**config.mk**
```make
export PLATFORM = sky130hd
export DESIGN_NAME = instr_sequencer
export DESIGN_NICKNAME = d
export VERILOG_FILES = /design/src/rtl/instr_sequencer.sv
export SDC_FILE = /design/constraint.sdc
export NUM_CORES = 1
export LEC_CHECK = 0
export ABC_AREA = 1
export CAP_MARGIN = 20
export CORE_UTILIZATION = 37
export CTS_CLUSTER_DIAMETER = 30
export DETAILED_ROUTE_END_ITERATION = 8
export PLACE_DENSITY = 0.8
export SYNTH_ARGS = -nofsm -noshare
export SYNTH_HDL_FRONTEND = slang
export SYNTH_SLANG_ARGS = --single-unit
```
**constraint.sdc**
```tcl
create_clock -name Clock -period 1.42 [get_ports Clock]
set_input_delay 0.284 -clock Clock [delete_from_list [all_inputs] [get_ports Clock]]
set_output_delay 0.284 -clock Clock [all_outputs]
set_load 0.01 [all_outputs]
```
**src/rtl/instr_sequencer.sv**
```systemverilog
// Control sequencer for the simple processor: latches an instruction word
// from DIN and steps T0..T3, driving the bus read-side strobes and the ALU op.
// tstate/icode/rin are exported to the register write-enable decoder.
module instr_sequencer (
    input  logic       Clock,
    input  logic       Resetn,
    input  logic       Run,
    input  logic [7:0] DIN,
    output logic [1:0] tstate,
    output logic [1:0] icode,
    output logic [2:0] rin,
    output logic [7:0] Rout,
    output logic       DINout,
    output logic       Gout,
    output logic       IRin,
    output logic       Ain,
    output logic       Gin,
    output logic       AddSub,
    output logic       Done
);

    typedef enum logic [1:0] {
        T0 = 2'd0,
        T1 = 2'd1,
        T2 = 2'd2,
        T3 = 2'd3
    } tstep_t;

    tstep_t     state;
    logic [7:0] ir;
    logic [7:0] rx_sel;
    logic [7:0] ry_sel;

    // ir[7] set means add/sub (multi-step); clear means mv/mvi (single step).
    assign tstate = state;
    assign icode  = ir[7:6];
    assign rin    = ir[5:3];
    assign rx_sel = 8'd1 << ir[5:3];
    assign ry_sel = 8'd1 << ir[2:0];

    // Time-step counter and instruction register; T2/T3 without add/sub
    // can only be reached by forcing, so they fall back to T0.
    always_ff @(posedge Clock or negedge Resetn) begin
        if (!Resetn) begin
            state <= T0;
            ir    <= 8'h00;
        end else begin
            case (state)
                T0: begin
                    if (Run) begin
                        ir    <= DIN;
                        state <= T1;
                    end
                end
                T1:      state <= ir[7] ? T2 : T0;
                T2:      state <= ir[7] ? T3 : T0;
                T3:      state <= T0;
                default: state <= T0;
            endcase
        end
    end

    // Bus and ALU strobes, decoded from the step and IR; all held low in reset
    // so that IRin cannot follow Run while the sequencer is being cleared.
    always_comb begin
        Rout   = 8'h00;
        DINout = 1'b0;
        Gout   = 1'b0;
        IRin   = 1'b0;
        Ain    = 1'b0;
        Gin    = 1'b0;
        AddSub = 1'b0;
        Done   = 1'b0;
        if (Resetn) begin
            case (state)
                T0: IRin = Run;
                T1: begin
                    if (!ir[7]) begin
                        if (!ir[6]) Rout = ry_sel;
                        else        DINout = 1'b1;
                        Done = 1'b1;
                    end else begin
                        Rout = rx_sel;
                        Ain  = 1'b1;
                    end
                end
                T2: begin
                    if (ir[7]) begin
                        Rout   = ry_sel;
                        Gin    = 1'b1;
                        AddSub = ir[6];
                    end
                end
                T3: begin
                    if (ir[7]) begin
                        Gout = 1'b1;
                        Done = 1'b1;
                    end
                end
                default: ;
            endcase
        end
    end

endmodule

```
==> impl_metrics.ini <==
[sta]
fmax_mhz = 554
hold_viol_final = 0
tightest_slew_ns = 0.236
max_slew_margin_pct = 84.2
fin_crit_sh_pct = 127
finalSetupViolations = 17
setup_tns_ns = -4.90
fin_crit_ns = 1.81
finalWorstSetupSlack_ns = -0.386
slew_viol_final = 0
finClkSkew_ns = 0.00685
rsz0062_at_grt = true

[final_layout]
area_growth_pct = 81.0
nets = 187
finalNonFillerCells = 195
antennaDiodeCount = 0
drive_gt1_share_pct = 47.1

[synth]
ys_seq_elements = 10
synthesis.area_sq_um = 756
synthCells = 113
syn_avg_cell_area_sq_um = 6.69
yosysWarnings = 0
seq_area_frac_synth_pct = 33.1
yosysUniqueCellTypes = 17
syn_nets = 129

[run_status]
violations = setup timing
status = complete, but fails checks

[detailed_routing]
via_count = 927
drtIter0Drc = 23
wl_per_cell_um = 13.0
wirelength_um = 2530
drcViolationCount = 0
drtAntennaViolNets = 0
drt-vias-per-instance = 4.75
drt_first_pass_iters = 6

[power_and_ir_drop]
swShare_pct = 45.2
ir_drop_mv = 1.24
combPwrFrac_pct = 69.9
internal-power_mw = 1.45
p_sw_mw = 1.20
p_per_area_nw_per_um2 = 1940
p_seq_share_pct = 22.4
p_leak_nw = 0.676
p_clk_share_pct = 7.7

[clock_tree]
clock_path_buffers = 2
clock_sinks = 10
cts.hold.buffers_added = 0
cts_made_buffers = 3
cts_root_buffer = clkbuf_4
cts_tree = done
htreeDepth = 1
clkTransAtPathRegs_ns = 0.06
clk_latency_ns = 0.27

[grt]
globalRouteMet3Util_pct = 5.77
gr-max-usage-layer = met2
antenna_found_initial = 0
grt_pass1_wl_um = 3660
grt_start_max_net_pins = 17
grt_use_total_pct = 23.7
grt_pass1_vias = 858
grt_overflow = 0
grtUsageMet1_pct = 25.8
met2_usage_pct = 45.8

[placed_design]
place_inst = 183
port_buffers = 32
dp_hpwl_um = 1780
place.gp.congestion = 0.805

[die]
design.core.area_sq_um = 1820
start_util_pct = 41.5
die_x_um = 47.2
num_io_pins = 33
fp-row-count = 15
die_h_um = 47.2
dieArea_sq_um = 2230

[min_path]
hold_path.class = input port to asynchronous set/reset pin

[flow_run]
max-cap-violations = 0

[critical_path]
reg2reg_slack_ns = 0.12
crit_required_ns = 1.14
worst-setup-path-type = flop to primary output
cp.arrival_ns = 1.52
path_max_fanout = 4
start_kind = flop
crit_path_end_kind = primary output
## power groups by stage
stage | clock [mW] | combinational (mW) | sequential (mW)
final | 0.204 | 1.85 | 0.593
after floorplan | 0 | 0.851 | 0.574
after global placement | 0 | 1.51 | 0.576
after detailed placement | 0 | 1.56 | 0.591
after global routing | 0.227 | 2.02 | 0.615
after CTS | 0.209 | 1.69 | 0.591
## per-layer routing
metal,vias to the layer above,wire (um)
met1,444,1000
met3,0,89
met5,-,0
li1,465,-
met2,18,1440
met4,0,0
## path summary, 6_finish.rpt
path	cells past startpoint	startpoint	end
worst max-delay path	7	tstate[1]	Rout[5]
worst min-delay path	2	Resetn	tstate[1]
worst max register to register	6	tstate[0]	ir[7]
worst min register to register	3	ir[3]	ir[3]
max in group asynchronous	2	Resetn	ir[7]
min in group Clock	3	DIN[4]	ir[4]
## registers in the layout, summed over array words and instances (netlist names)
signal and count:
ir 8, tstate 2
## cell type report
type / count / area, sq um
fillers: 146 / 453
clock buffers: 4 / 26.3
repair buffers: 59 / 462
multi-input cells: 82 / 539
flip-flops and latches: 10 / 253
inverters: 15 / 56.3
well taps: 25 / 31.3
## critical path, cell delays in order (launching register included)
cell and delay [ns]:
dfrtp_1 0.40, inv_2 0.10, ha_4 0.16, nand2_4 0.07, nor2_4 0.16, nand2_1 0.09, a21oi_2 0.13, buf_2 0.14
## logic make-up after synthesis
| family | after synthesis | synth area share, % |
|---|---|---|
| AO/OA/AOI/OAI | 20 | 13.9 |
| adder cells (fa/ha/maj) | 5 | 8.28 |
| buffers and inverters | 21 | 13.1 |
| flip-flops | 10 | 33.1 |
| AND/OR/NAND/NOR | 57 | 31.6 |
## synthesized netlist by cell type
cell type / count / area share (%)
buf_4: 5 / 5.0
nor3_1: 4 / 2.6
a21oi_1: 16 / 11
a31oi_1: 1 / 0.83
nand2_2: 3 / 2.5
o22ai_1: 1 / 0.83
nor2_1: 22 / 11
nor2_2: 2 / 1.7
nand3_1: 1 / 0.66
o31ai_1: 1 / 0.99
o21ai_0: 1 / 0.66
dfrtp_1: 10 / 33
nand3_2: 1 / 1.3
ha_1: 5 / 8.3
buf_2: 1 / 0.66
inv_1: 15 / 7.4
nand2_1: 24 / 12
## stage by stage
| stage | area [sq um] | power (mW) | hold slack (ns) | worst slack [ns] | util, % |
|---|---|---|---|---|---|
| after floorplan | 822 | 1.43 | -0.0116 | 0.0201 | - |
| after global placement | 1270 | 2.09 | 0.663 | -0.562 | 70.0 |
| after detailed placement | 1270 | 2.15 | 0.667 | -0.592 | 70.0 |
| after CTS | 1330 | 2.49 | 0.213 | -0.355 | 72.9 |
| after global routing | 1370 | 2.86 | 0.241 | -0.447 | 75.1 |
| final | 1370 | 2.65 | 0.231 | -0.386 | 75.1 |
## layout by cell type, fill, tap and decap left out
cell and instances:
nand2_2 5, o22ai_1 1, a21oi_1 8, clkbuf_2 1, inv_1 12, o21ai_0 1
clkbuf_4 3, buf_4 23, nor2_1 21, buf_6 4, nand2_4 4, ha_1 1
clkdlybuf4s50_1 9, buf_12 1, nor2_2 1, dfrtp_1 8, clkbuf_1 1, nor2_4 2
nand3_2 2, ha_4 3, nor3_2 2, buf_2 15, nor3_1 2, clkdlybuf4s15_1 1
ha_2 1, nand2_1 18, dlygate4sd2_1 5, a21oi_2 8, inv_2 3, a31oi_1 1
o31ai_1 1, dfrtp_2 2
## repair_timing
| item | 4_1_cts | 5_1_grt |
|---|---|---|
| hold endpoints to repair | 0 | 0 |
| pin swaps | 2 | 4 |
| buffers inserted | 4 | 5 |
| setup endpoints to repair | 22 | 16 |
| resized for setup | 90 | 6 |
Power figures use the tool's default switching activity.
